**config.mk**
```make
export PLATFORM = sky130hd
export DESIGN_NAME = gray_to_rgb565_ise
export DESIGN_NICKNAME = d
export VERILOG_FILES = /design/src/rtl/gray_to_rgb565_ise.sv
export SDC_FILE = /design/constraint.sdc
export NUM_CORES = 1
export LEC_CHECK = 0
export CAP_MARGIN = 20
export CORE_ASPECT_RATIO = 1.75
export CORE_MARGIN = 4
export CORE_UTILIZATION = 40
export DETAILED_ROUTE_END_ITERATION = 7
export PLACE_DENSITY = 0.8
export RECOVER_POWER = 50
export SYNTH_ARGS = -nofsm -noshare
export SYNTH_HDL_FRONTEND = slang
export SYNTH_SLANG_ARGS = --single-unit
```
**constraint.sdc**
```tcl
create_clock -name clock -period 2.1 [get_ports clock]
set_clock_uncertainty 0.2 [all_clocks]
set_input_delay 0.315 -clock clock [delete_from_list [all_inputs] [get_ports clock]]
set_output_delay 0.315 -clock clock [all_outputs]
set_load 0.02 [all_outputs]
```
**src/rtl/gray_to_rgb565_ise.sv**
```systemverilog
// gray_to_rgb565_ise
//   Custom-instruction slave that expands four packed 8-bit gray pixels into a
//   4x16-bit RGB565 buffer. LOAD converts one pixel per cycle. READ_LO and
//   READ_HI return two buffered pixels each. CLEAR zeroes the buffer.
//
// Ports
//   clock   : system clock, rising edge
//   reset   : synchronous reset, active low
//   start   : one-cycle instruction issue pulse
//   iseId   : instruction id, acted on only when equal to customInstructionId
//   valueA  : LOAD operand {g3,g2,g1,g0}
//   valueB  : [1:0] op (0 LOAD, 1 READ_LO, 2 READ_HI, 3 CLEAR)
//   done    : one-cycle completion pulse (registered)
//   result  : instruction result, zero whenever done is low (registered)
//
// state | meaning
// ------+---------------------------------------------------------------
// IDLE  | waiting for a selected start
// CONV  | LOAD in progress, one pixel expanded per cycle
// RESP  | drive done/result for one cycle, then return to IDLE

module gray_to_rgb565_ise #(
    parameter logic [7:0] customInstructionId = 8'd0
) (
    input  logic        clock,
    input  logic        reset,
    input  logic        start,
    input  logic [7:0]  iseId,
    input  logic [31:0] valueA,
    input  logic [31:0] valueB,
    output logic        done,
    output logic [31:0] result
);

    typedef enum logic [1:0] {
        IDLE = 2'd0,
        CONV = 2'd1,
        RESP = 2'd2
    } state_t;

    localparam logic [1:0] OP_LOAD    = 2'd0;
    localparam logic [1:0] OP_READ_LO = 2'd1;
    localparam logic [1:0] OP_READ_HI = 2'd2;
    localparam logic [1:0] OP_CLEAR   = 2'd3;

    state_t      state;
    logic [1:0]  op_q;
    logic [31:0] gray_q;
    logic [15:0] pix [4];
    logic [1:0]  count;
    logic        valid;
    logic        sel;

    // R5 G6 B5 by truncation of the gray value
    function automatic logic [15:0] expand(input logic [7:0] g);
        return {g[7:3], g[7:2], g[7:3]};
    endfunction

    assign sel = start && (iseId == customInstructionId);

    // valid has no reader on this interface and the upper op bits are reserved
    logic unused_ok;
    assign unused_ok = &{1'b0, valueB[31:2], valid};

    always_ff @(posedge clock) begin
        if (!reset) begin
            state  <= IDLE;
            op_q   <= OP_LOAD;
            gray_q <= 32'd0;
            count  <= 2'd0;
            valid  <= 1'b0;
            done   <= 1'b0;
            result <= 32'd0;
            for (int i = 0; i < 4; i++) begin
                pix[i] <= 16'd0;
            end
        end else begin
            // done and result are single-cycle unless RESP drives them
            done   <= 1'b0;
            result <= 32'd0;

            case (state)
                IDLE: begin
                    if (sel) begin
                        op_q <= valueB[1:0];
                        if (valueB[1:0] == OP_LOAD) begin
                            gray_q <= valueA;
                            count  <= 2'd0;
                            valid  <= 1'b0;
                            state  <= CONV;
                        end else begin
                            state  <= RESP;
                        end
                    end
                end

                CONV: begin
                    pix[count] <= expand(gray_q[{count, 3'b000} +: 8]);
                    count      <= count + 2'd1;
                    if (count == 2'd3) begin
                        valid <= 1'b1;
                        state <= RESP;
                    end
                end

                RESP: begin
                    done  <= 1'b1;
                    state <= IDLE;
                    case (op_q)
                        OP_READ_LO: result <= {pix[1], pix[0]};
                        OP_READ_HI: result <= {pix[3], pix[2]};
                        OP_CLEAR: begin
                            result <= 32'd0;
                            valid  <= 1'b0;
                            for (int i = 0; i < 4; i++) begin
                                pix[i] <= 16'd0;
                            end
                        end
                        default:    result <= 32'd0;
                    endcase
                end

                default: state <= IDLE;
            endcase
        end
    end

endmodule

```
==> impl_results.md <==
- Outcome: finished, final reports clean
- Reg2reg end: gray_q[15]$_SDFFE_PN0P_
- GP Congestion: 0.780
- Nets: around 420
- Top cell type's share of synthesized area: 28.4%
- Fin crit period: 2.00 ns
- Post-DP HPWL: 4360 um
- Largest net degree at the start of global routing: 51
- Port bufs: approximately 70
- Worst setup startpoint: valueB[1]
- Synthesized Nets: between 300 and 400
- Share of cells above drive strength 1: 9.97%
- P&R area growth vs syn: 32.8%
- CTS Buffer Depth: 2
- Drt via density: 5.00
- Core ar.: 7280 um^2
- Critical path peak fanout: 6
- Sink Count: 67
- Post-synth top flop: dfxtp_1
- RSZ-0062 raised after global routing: false
- Register bit count reported by yosys: 67
- Post-synthesis cell type count: 31
- Setup crit end kind: register
- Worst EP required: 2.16 ns
- Ys Warns: 0
- CTS tree: done
- Count leader, synth: nand2_1
- Final ANT Viol Nets: 0
- Wire length per cell: between 10 and 15 um
- Flop2flop setup slack: between 0.1 and 0.15 ns
- Pwr Density: about 720 nW/um^2
- Asr flop ratio synth: 0%
- Synth Instances: 280
- Area contributors post-synth: dfxtp_1, edfxtp_1, mux2i_1, nand2_1, buf_4
- DIE WIDTH: about 74 um
- Syn avg cell area: 10.8 um^2
- 1st-pass router iterations: 4
- FILL cells: approximately 650
- Vias in the first global route: 2117
- Initial antenna violation count: 0
- Worst-Skew Late Latency: 0.33 ns
- WP data arrival: around 2.1 ns
- Initial core utilization: 41.5%
- Initial DRC count: 114
- Synth cell count leaders: nand2_1, dfxtp_1, mux2i_1, edfxtp_1, buf_4
- Top Ports: between 100 and 150
- GR Overflow Total: 0
- Reg2reg start: state[0]$_SDFFE_PN0P_
- Fmax achieved: 0.500 GHz
- Rows: between 40 and 50
- Worst slew pin tran: between 0.5 and 0.6 ns
- CTS root buf: clkbuf_16
- Die H: 123 um
- Cell taking the most area after synthesis: dfxtp_1
- Worst IR Drop VDD: 0.414 mV
- DR vias: approximately 2100
- Slew headroom: 63.5%
- Ant. Diodes: 0
- Clk slew on worst S/H paths: 0.05 ns
- Sequential share of the synthesized area: 52.3%
- H-Tree Depth: 3
- First-pass GRT wire length: 9520 um
- Final setup viols: 0
- Startpoint types: input port
- Total GRT Usage: 13.9%
- Worst hold path class: in2reg
- Final period utilization: 95.3%
- Pleak: between 0.0015 and 0.002 uW
- Hold Fails Final Rpt: 0
- Num CTS Buffers: 9
- DRC viols: 0
- Max-slew violations: 0
- Max cap viols: 0
- Die area: 9080 um^2
- Hold slack: 0.146 ns
- Mapped Area: 3030 um^2
- Post-synth EDFFs: 24
- Setup TNS: 0 ns
- Final wirelength: 5960 um
- Worst setup path end: gray_q[15]$_SDFFE_PN0P_
- Setup CP Type: in2reg
- R2R depth: 5
[registers in the layout (all words and copies together) (netlist names)]
| name | flops |
|---|---|
| gray_q | 24 |
| pix | 24 |
| result | 12 |
| count | 2 |
| op_q | 2 |
| state | 2 |
| done | 1 |
[layout make-up]
type                       count  area (um^2)  share of cell area (%)
clock buffer                  12          236                    5.88
clock inverter                 4         42.5                    1.06
inverter                       5         18.8                   0.467
multi-input combinational    173         1210                    30.2
sequential                    67         1580                    39.3
tap                           86          108                    2.68
timing repair buffer          80          821                    20.4
[metal layers]
metal  part of all wire, %  vias to the layer above  global-route usage (%)
li1                      -                     1050                       -
met1                    34                      993                    13.6
met2                    55                       71                    24.1
met3                   6.1                       20                    4.15
met4                   4.8                        0                    10.1
met5                     0                        -                       0
[power by group]
part / total (uW) / internal (uW) / switching (uW)
registers: 1360 / 1360 / 4.89
clock network: 1400 / 908 / 496
logic: 123 / 72.4 / 50.8
total: 2890 / 2340 / 552
[worst min-delay path by stage]
stage / from / to / slack (ns) / cells after the start
floorplan: gray_q[18]$_SDFFE_PN0P_ / gray_q[18]$_SDFFE_PN0P_ / 0.23 / 2
global placement: gray_q[2]$_SDFFE_PN0P_ / gray_q[2]$_SDFFE_PN0P_ / 0.24 / 2
detailed placement: gray_q[22]$_SDFFE_PN0P_ / gray_q[22]$_SDFFE_PN0P_ / 0.25 / 2
CTS: reset / op_q[1]$_SDFFE_PN0P_ / 0.13 / 3
global route: reset / op_q[0]$_SDFFE_PN0P_ / 0.17 / 3
finish: reset / op_q[0]$_SDFFE_PN0P_ / 0.15 / 3
[kinds of logic after synthesis]
logic type / after synthesis / share of synthesized area, %
AOI/OAI and AO/OA: 22 / 5.25
DFF: 67 / 52.3
muxes: 33 / 13.4
buffers and inverters: 40 / 7.94
adders and majority gates: 7 / 2.89
and+or+nand+nor: 111 / 18.3
[cell usage in the layout, fill, tap and decap left out, types with 3 or more instances in the layout]
master,n
a21o_1,4
a22oi_1,13
and2_0,5
and2_1,14
buf_4,5
clkbuf_1,3
clkbuf_16,11
clkdlybuf4s50_1,37
dfxtp_1,43
dlygate4sd3_1,31
edfxtp_1,24
ha_1,7
inv_1,5
mux2i_1,26
mux4_2,6
nand2_1,55
nor2_1,13
nor2b_1,9
[stage by stage]
| stage | setup slack, ns | instances | instance area, um^2 | power, uW | util [%] |
|---|---|---|---|---|---|
| floorplan | 0.0383 | 280 | 3030 | 1430 | - |
| global placement | -0.240 | 407 | 3660 | 1510 | 50.3 |
| detailed placement | -0.294 | 407 | 3660 | 1510 | 50.3 |
| CTS | 0.0435 | 423 | 3940 | 2920 | 54.1 |
| global route | 0.0413 | 427 | 4020 | 3000 | 55.2 |
| finish | 0.0980 | 427 | 4020 | 2890 | 55.2 |
[worst max-delay path: stages]
cell             delay, ns
clkdlybuf4s50_1       0.44
or4_4                 0.51
nor4_4                0.27
buf_6                 0.18
clkbuf_16             0.16
mux2i_1               0.18
[what timing repair did]
action	CTS	global route
hold buffers	0	0
buffers inserted	0	1
setup endpoints to repair	0	5
resized for setup	0	3
No activity file was read; power rests on OpenSTA's default activity.
